File: config.mk
export PLATFORM = sky130hd
export DESIGN_NAME = cntr12_ctrl
export DESIGN_NICKNAME = d
export VERILOG_FILES = /design/src/rtl/cntr12_pkg.sv /design/src/rtl/mod_n_counter.sv /design/src/rtl/cntr12_ctrl.sv
export SDC_FILE = /design/constraint.sdc
export NUM_CORES = 1
export LEC_CHECK = 0
export CELL_PAD_IN_SITES_DETAIL_PLACEMENT = 0
export CELL_PAD_IN_SITES_GLOBAL_PLACEMENT = 1
export CORE_MARGIN = 2
export CORE_UTILIZATION = 37
export CTS_CLUSTER_SIZE = 25
export DETAILED_ROUTE_END_ITERATION = 10
export MAX_ROUTING_LAYER = met4
export PLACE_DENSITY_LB_ADDON = 0.1
export SLEW_MARGIN = 20
export SYNTH_ARGS = -nofsm -noshare
export SYNTH_HDL_FRONTEND = slang
export SYNTH_SLANG_ARGS = --single-unit
File: constraint.sdc
create_clock -name clk -period 1.59 [get_ports clk]
set_input_delay 0.3975 -clock clk [delete_from_list [all_inputs] [get_ports clk]]
set_output_delay 0.3975 -clock clk [all_outputs]
set_load 0.02 [all_outputs]
File: src/rtl/cntr12_pkg.sv
// ============================================================================
// Module      : cntr12_pkg
// Description : Shared state encoding, default modulus and q-width helper for
//               the mod-12 run controller.
// Revision    : 1.0 - initial release
// ============================================================================
`default_nettype none

package cntr12_pkg;

    typedef enum logic [1:0] {
        ST_IDLE  = 2'd0,
        ST_RUN   = 2'd1,
        ST_PAUSE = 2'd2,
        ST_DONE  = 2'd3
    } state_t;

    localparam int C_MODULUS = 12;

    // Smallest width that holds 0..modulus-1, never narrower than one bit
    function automatic int calc_q_w(input int modulus);
        return (modulus > 2) ? $clog2(modulus) : 1;
    endfunction

endpackage

`default_nettype wire

File: src/rtl/mod_n_counter.sv
// ============================================================================
// Module      : mod_n_counter
// Description : Modulo-N up counter with clear, clamped load and wrap pulse.
// Revision    : 1.0 - initial release
// ============================================================================
`default_nettype none

module mod_n_counter
    import cntr12_pkg::*;
#(
    parameter int MODULUS = C_MODULUS,
    parameter int Q_W     = calc_q_w(MODULUS)
) (
    input  logic           clk,
    input  logic           reset,
    input  logic           en,
    input  logic           clr,
    input  logic           load,
    input  logic [Q_W-1:0] load_val,
    output logic [Q_W-1:0] q,
    output logic           wrap
);

    localparam logic [Q_W-1:0] c_max = Q_W'(MODULUS - 1);

    logic [Q_W-1:0] r_q;
    logic           w_at_max;

    assign w_at_max = (r_q == c_max);
    assign wrap     = en && w_at_max && !clr && !load;
    assign q        = r_q;

    always_ff @(posedge clk or negedge reset) begin
        if (!reset) begin
            r_q <= '0;
        end else if (clr) begin
            r_q <= '0;
        end else if (load) begin
            r_q <= (load_val > c_max) ? c_max : load_val;
        end else if (en) begin
            r_q <= w_at_max ? '0 : r_q + Q_W'(1);
        end
    end

endmodule

`default_nettype wire

File: src/rtl/cntr12_ctrl.sv
// ============================================================================
// Module      : cntr12_ctrl
// Description : Run controller for the mod-12 counter: programmable wrap
//               count, pause/step/abort and done/done_ack handshake.
//               Optional q load enabled by defining CNTR12_LOAD_EN.
// Revision    : 1.0 - initial release
// ============================================================================
`default_nettype none

module cntr12_ctrl
    import cntr12_pkg::*;
#(
    parameter  int MODULUS = C_MODULUS,
    parameter  int WRAP_W  = 8,
    localparam int Q_W     = calc_q_w(MODULUS)
) (
    input  logic              clk,
    input  logic              reset,
    input  logic              start,
    input  logic              stop,
    input  logic              step,
    input  logic [WRAP_W-1:0] num_wraps,
`ifdef CNTR12_LOAD_EN
    input  logic              load,
    input  logic [Q_W-1:0]    load_val,
`endif
    output logic [Q_W-1:0]    q,
    output logic              tc,
    output logic              busy,
    output logic              done,
    input  logic              done_ack
);

    localparam logic [Q_W-1:0] c_max = Q_W'(MODULUS - 1);

    state_t            r_state;
    state_t            w_state_nxt;
    logic [WRAP_W-1:0] r_wc;
    logic [WRAP_W-1:0] r_tgt;
    logic              r_done;
    logic              w_done_nxt;
    logic              w_tgt_ld;
    logic              w_wc_clr;
    logic              w_en;
    logic              w_clr;
    logic              w_load;
    logic [Q_W-1:0]    w_load_val;
    logic              w_wrap;
    logic              w_at_max;
    logic              w_last;

`ifdef CNTR12_LOAD_EN
    logic w_load_req;
    assign w_load_req = load;
    assign w_load_val = load_val;
`else
    logic w_load_req;
    assign w_load_req = 1'b0;
    assign w_load_val = '0;
`endif

    mod_n_counter #(
        .MODULUS (MODULUS),
        .Q_W     (Q_W)
    ) u_counter (
        .clk      (clk),
        .reset    (reset),
        .en       (w_en),
        .clr      (w_clr),
        .load     (w_load),
        .load_val (w_load_val),
        .q        (q),
        .wrap     (w_wrap)
    );

    assign w_at_max = (q == c_max);
    assign w_last   = ((r_wc + WRAP_W'(1)) == r_tgt);

    always_comb begin
        w_state_nxt = r_state;
        w_done_nxt  = r_done;
        w_tgt_ld    = 1'b0;
        w_wc_clr    = 1'b0;
        w_en        = 1'b0;
        w_clr       = 1'b0;
        w_load      = 1'b0;
        case (r_state)
            ST_IDLE: begin
                if (start) begin
                    w_clr = 1'b1;
                    if (num_wraps != '0) begin
                        w_tgt_ld    = 1'b1;
                        w_wc_clr    = 1'b1;
                        w_state_nxt = ST_RUN;
                    end else begin
                        w_state_nxt = ST_DONE;
                        w_done_nxt  = 1'b1;
                    end
                end else if (w_load_req) begin
                    w_load = 1'b1;
                end
            end
            ST_RUN: begin
                if (stop) begin
                    w_state_nxt = ST_PAUSE;
                end else begin
                    w_en = 1'b1;
                end
            end
            ST_PAUSE: begin
                if (stop) begin
                    w_state_nxt = ST_IDLE;
                    w_clr       = 1'b1;
                    w_wc_clr    = 1'b1;
                end else if (start) begin
                    w_state_nxt = ST_RUN;
                end else if (w_load_req) begin
                    w_load = 1'b1;
                end else if (step) begin
                    w_en = 1'b1;
                end
            end
            ST_DONE: begin
                if (done_ack) begin
                    w_state_nxt = ST_IDLE;
                    w_done_nxt  = 1'b0;
                end
            end
            default: w_state_nxt = ST_IDLE;
        endcase
        // Terminal count on the last requested wrap ends the run
        if (w_en && w_at_max && w_last) begin
            w_state_nxt = ST_DONE;
            w_done_nxt  = 1'b1;
        end
    end

    always_ff @(posedge clk or negedge reset) begin
        if (!reset) begin
            r_state <= ST_IDLE;
            r_wc    <= '0;
            r_tgt   <= '0;
            r_done  <= 1'b0;
        end else begin
            r_state <= w_state_nxt;
            r_done  <= w_done_nxt;
            if (w_tgt_ld) begin
                r_tgt <= num_wraps;
            end
            if (w_wc_clr) begin
                r_wc <= '0;
            end else if (w_wrap) begin
                r_wc <= r_wc + WRAP_W'(1);
            end
        end
    end

    assign busy = (r_state == ST_RUN) || (r_state == ST_PAUSE);
    assign tc   = busy && w_at_max;
    assign done = r_done;

endmodule

`default_nettype wire

# Word-level counts from Yosys, hierarchy flattened
# Index checks and enable logic that the tools add are counted.
dict set report totals {
  register_bits 23
  out_inout_bits 7
  word_cells 60
  in_bits 14
}
dict set report classes {
  muxes 30
  add_sub_neg 2
  n_eq_ne 10
  n_reduce_logical 13
}
# cell count
set op_table {}
lappend op_table {{two-way mux 8 bit} 2}
lappend op_table {{two-way mux 2 bit} 7}
lappend op_table {{two-way mux 1 bit} 13}
lappend op_table {{two-way mux 4 bit} 3}
lappend op_table {{!= test 3 bit (second input constant)} 4}
lappend op_table {{adder 8 x 1 -> 8 bit (second input constant)} 1}
lappend op_table {{equality test 8 bit} 1}
lappend op_table {{one-hot mux 1 bit (2 select lines)} 4}
lappend op_table {{one-hot mux 2 bit (4 select lines)} 1}
lappend op_table {{AND reduction 4 bit} 2}
lappend op_table {{nonzero test 8 bit} 1}
lappend op_table {{adder 4 x 1 -> 4 bit (second input constant)} 1}
lappend op_table {{equality test 2 bit (second input constant)} 2}
lappend op_table {{equality test 4 bit (second input constant)} 1}
lappend op_table {{logical AND 1 bit} 4}
lappend op_table {{!= test 4 bit (second input constant)} 1}
lappend op_table {{nonzero test 2 bit} 2}
lappend op_table {{nonzero test 3 bit} 1}
lappend op_table {{equality test 2 x 1 -> 1 bit (second input constant)} 1}
lappend op_table {{zero test 2 bit} 1}
lappend op_table {{zero test 1 bit} 1}
lappend op_table {{logical OR 1 bit} 1}

# Depth between registers and ports, before layout
dict set report logic_depth {
  word_depth 8
  depth_mapped 7
  ltp_nobuf 7
}

# Hierarchy
# A second synthesis with hierarchy kept.
dict set report hier_totals {
  hier_cells 154
  area_unflattened_um2 1550.2
}
# mod area_each_um2 n_inst cells_per_inst
set modules_own_cells {}
lappend modules_own_cells {cntr12_ctrl 1256.2 1 122}
lappend modules_own_cells {mod_n_counter 294.0 1 32}

# Worst setup path before layout
# OpenSTA, ideal clock, no wires.
dict set report synth_timing {
  path_type {reg2reg}
  startpoint {register r_state[0]}
  endpoint {register r_done, in the netlist done}
  path_slack_ps -233
  t_arrival_ps 1740
  path_stages_with_launch 8
  setup_ps 83
  path_buffers 0
  cell_sequence {dfrtp_1 > inv_1 > ha_1 > nor2b_1 > o21ai_1 > nor4b_1 > nand4_1 > o21ai_0}
}
dict set report synth_via {
  elab_chain_len 6
  word_cells_on_any_way 14
  cone_classes {6 x eq/ne; 3 x mux; 5 x reduce/logical}
}
# item line
set synth_lines {}
lappend synth_lines {{start, declared} cntr12_ctrl.sv:36} ;# state_t r_state;
lappend synth_lines {{start signal, assigned} cntr12_ctrl.sv:145} ;# r_state <= w_state_nxt;
lappend synth_lines {{equality test 2 bit or equality test 2 x 1 -> 1 bit (tied branches)} cntr12_ctrl.sv:87} ;# case (r_state)
lappend synth_lines {{one-hot mux 1 bit (2 select lines)} cntr12_ctrl.sv:87}
lappend synth_lines {{logical AND 1 bit (2 in a row)} cntr12_ctrl.sv:132} ;# if (w_en && w_at_max && w_last) begin
lappend synth_lines {{!= test 3 bit (no source line) or nonzero test 3 bit (tied branches)} -}
lappend synth_lines {{AND reduction 4 bit (no source line)} -}
lappend synth_lines {{end signal, assigned} cntr12_ctrl.sv:146} ;# r_done <= w_done_nxt;
lappend synth_lines {{end, declared} cntr12_ctrl.sv:40} ;# logic r_done;
# Several ways; a longest one is shown, not always the timed one.
# A chain may end at the register's enable or synchronous reset.

# Final worst setup path
dict set report layout_timing {
  startpoint {register r_state[1]}
  endpoint {register r_wc[3]}
}
dict set report layout_via {
  elab_chain_len 5
  word_cells_on_any_way 11
  cone_classes {2 x eq/ne; 4 x mux; 5 x reduce/logical}
}
# item line
set layout_lines {}
lappend layout_lines {{equality test 2 bit, or another cell as far along} cntr12_ctrl.sv:87}
lappend layout_lines {{one-hot mux 1 bit (2 select lines)} cntr12_ctrl.sv:87}
lappend layout_lines {{logical AND 1 bit or zero test 1 bit (tied branches)} mod_n_counter.sv:30} ;# assign wrap = en && w_at_max && !clr && !load;
lappend layout_lines {{logical AND 1 bit} mod_n_counter.sv:30}
lappend layout_lines {{nonzero test 2 bit (no source line)} -}
lappend layout_lines {{end signal, assigned} cntr12_ctrl.sv:153} ;# r_wc <= r_wc + WRAP_W'(1);
lappend layout_lines {{end, declared} cntr12_ctrl.sv:38} ;# logic [WRAP_W-1:0] r_wc;
# Several ways; a longest one is shown, not always the timed one.

==> out/qor.yml <==
min_period_ps: 1746
most-common-layout-cells: "31 x buf_4, 22 x dfrtp_1, 17 x nor2_1"
dieHeight_um: 65.65
die_w_um: 65.65
post-dp-hpwl_um: 2545
grt.overflow.total: 0
min_path_type: "input port to async pin"
rsz0062_at_grt: "yes"
r2r_start: "r_state[1]"
drv_cap: 0
ff_latch_area_um2: 576.8
outcome: "complete, but fails checks"
ys_ff_latch: 23
critPathArrivalTime_ps: 1910
power_mw: 2.833
io_pins: 21
synth_xor_area_share_pct: 11.21
postCtsHoldBufs: 0
drc_errors: 0
drive_gt1_share_pct: 38.61
synth_compound_gate_area_share_pct: 12.37
synth_cells: 143
place_area_um2: 1907
clock-sinks: 23
area_growth_syn_to_layout_pct: 53.74
p_per_area_nw_per_um2: 1310
root_buffer: "clkbuf_8"
coreArea_um2: 3661
yosys.area_share.simple_pct: 17.26
crit_type: "flip-flop to flip-flop"
peakVddDrop_uv: 862.5
core.rowCount: 22
utilization_pct: 59.06
path_max_fanout: 6
hold_viol_final: 0
fmax_mhz: 572.7
fin_area_um2: 2162
clockBufferDepth: 2
r2r_slack_ps: -160
clk_latency_ps: 260
end_kind: "flip-flop"
final_nets: 223
ys_seq_area_share_pct: 40.93
vias: 1252
finalSetupViolations: 15
synth_top_family_by_area: "simple AND/OR/NAND/NOR gates"
cp.required_ps: 1750
syn_area_um2: 1406
fin_crit_sh_pct: 109.8
start_util_pct: 38.41
r2r_end: "r_wc[3]"
tightest_slew_ps: 335.0
violations: "setup timing"
htree_levels: 1
fin_skew_ps: 0.8066
yosysWarnings: 0
wirelength_um: 3603
mostFrequentLayoutCell: "buf_4"
num-fill-cells: 320
fin_tns_setup_ps: -1586
place_ws_ps: -596.9
final-max-slew-violation-count: 0
first_pass_iters: 4
track_usage_pct: 19.58
start_kind: "flip-flop"
clk_pin_slew_ps: 80
drt-initial-drc-count: 35
synth_cell_type_count: 34
cts_buffers: 3
die_area_um2: 4310
relSlewSlack_pct: 77.66
muxShareOfSynthArea_pct: 9.964
gp_congestion: 0.8166
postRouteAntennaNets: 0
antenna_cells: 0
reg2regPathDepth: 8
tritoncts: "built"
final.setup.worst_slack_ps: -156.0
synthAdderAreaFrac_pct: 5.338
synth_nets: 163
grt_pass1_vias: 1319
io_buffers: 20
multiInputGateArea_um2: 978.4
post_drt_wl_per_cell_um: 14.41
antenna_found_initial: 0
grt_pass1_wl_um: 6203
p_leak_nw: 0.9377
vias_per_cell: 5.008
grt_max_degree: 24
synth.avg_cell_area_um2: 9.835
per-layer routing:
layer  vias to the layer above  wire length, um  global-route usage [%]  share of wire (%)
met2                        15             1838                   33.21                 51
met5                         -                0                       -                  0
met1                       606             1659                   24.00                 46
met3                         4               67                   2.055                1.9
li1                        627                -                       -                  -
met4                         0               37                   7.552                1.0
logic make-up after synthesis:
kind of cell	count (synthesis)
simple gates	49
buf+inv	9
xor+xnor	18
flops	23
mux	13
compound gates	25
fa+ha+maj	6
power breakdown:
group | total, mW | leakage [nW] | internal [mW] | switching [mW]
Combinational | 1.60 | 0.618 | 0.869 | 0.727
Clock | 0.364 | 0.0255 | 0.175 | 0.189
Sequential | 0.873 | 0.294 | 0.739 | 0.134
Total | 2.83 | 0.938 | 1.78 | 1.05
how the worst max path moves through the flow:
stage / startpoint / to / slack, ps / depth (start not counted)
2_1_floorplan: r_state[1] / done / -0.8 / 7
5_1_grt: r_state[1] / r_wc[3] / -270 / 8
3_5_place_dp: num_wraps[5] / r_wc[7] / -600 / 6
3_3_place_gp: num_wraps[5] / r_wc[1] / -470 / 6
6_report: r_state[1] / r_wc[3] / -160 / 8
4_1_cts: r_state[1] / done / -160 / 7
critical path, cell delays in order (launching register included):
cell and delay (ps):
dfrtp_1 410, buf_6 130, ha_4 150, and3b_2 240, buf_6 130, o2111ai_4 300
nor2_2 70, xnor2_1 160, nor2_1 50
flip-flops by register name (all words and copies together) (netlist names):
signal and cells:
r_state 2, r_tgt 8, u_counter.q 4, r_wc 8, done 1
per-stage QoR:
step	hold WS, ps	cells
after detailed placement	532.8	238
after global routing	505.9	250
final	481.6	250
after CTS	486.7	248
after floorplan	101.9	143
after global placement	525.5	238
what timing repair did:
item | 4_1_cts | 5_1_grt
pin swaps | 16 | 14
setup endpoints to repair | 30 | 26
resized for setup | 46 | 15
gates cloned | 1 | 0
setup buffers | 5 | 2
Yosys cell counts:
cell	n	area share [%]
a21oi_2	1	0.62
o21ai_1	1	0.36
a21o_1	1	0.53
o21ai_0	6	2.1
o2111ai_1	1	0.62
o32a_1	1	0.71
a31oi_1	1	0.45
mux2_2	8	6.4
inv_1	8	2.1
nor2_1	20	5.3
a21o_4	1	1.1
o31ai_1	1	0.53
nand4_1	2	0.89
nor3_1	4	1.4
a21oi_1	5	1.8
a211oi_1	1	0.53
and2_1	3	1.3
mux2i_1	5	3.6
xnor2_1	13	8.1
dfrtp_1	23	41
buf_6	1	0.80
a22o_1	1	0.62
nand4b_1	1	0.62
nor4b_1	1	0.62
ha_1	6	5.3
a22oi_1	3	1.6
and3_1	1	0.45
and3b_1	2	1.2
nand3_1	5	1.8
nand2_1	5	1.3
nor2b_1	2	0.89
o2111a_1	1	0.80
xor2_1	5	3.1
nor4_1	3	1.3
area by class of cell:
cell class / count / area share [%]
multi-input cells: 112 / 45.25
flip-flops and latches: 23 / 26.68
repair buffers: 55 / 21.76
well taps: 48 / 2.778
clock buffers: 3 / 1.910
inverters: 8 / 1.389
clock inverters: 1 / 0.2315
Note: power is estimated with default switching activity, not from simulation.
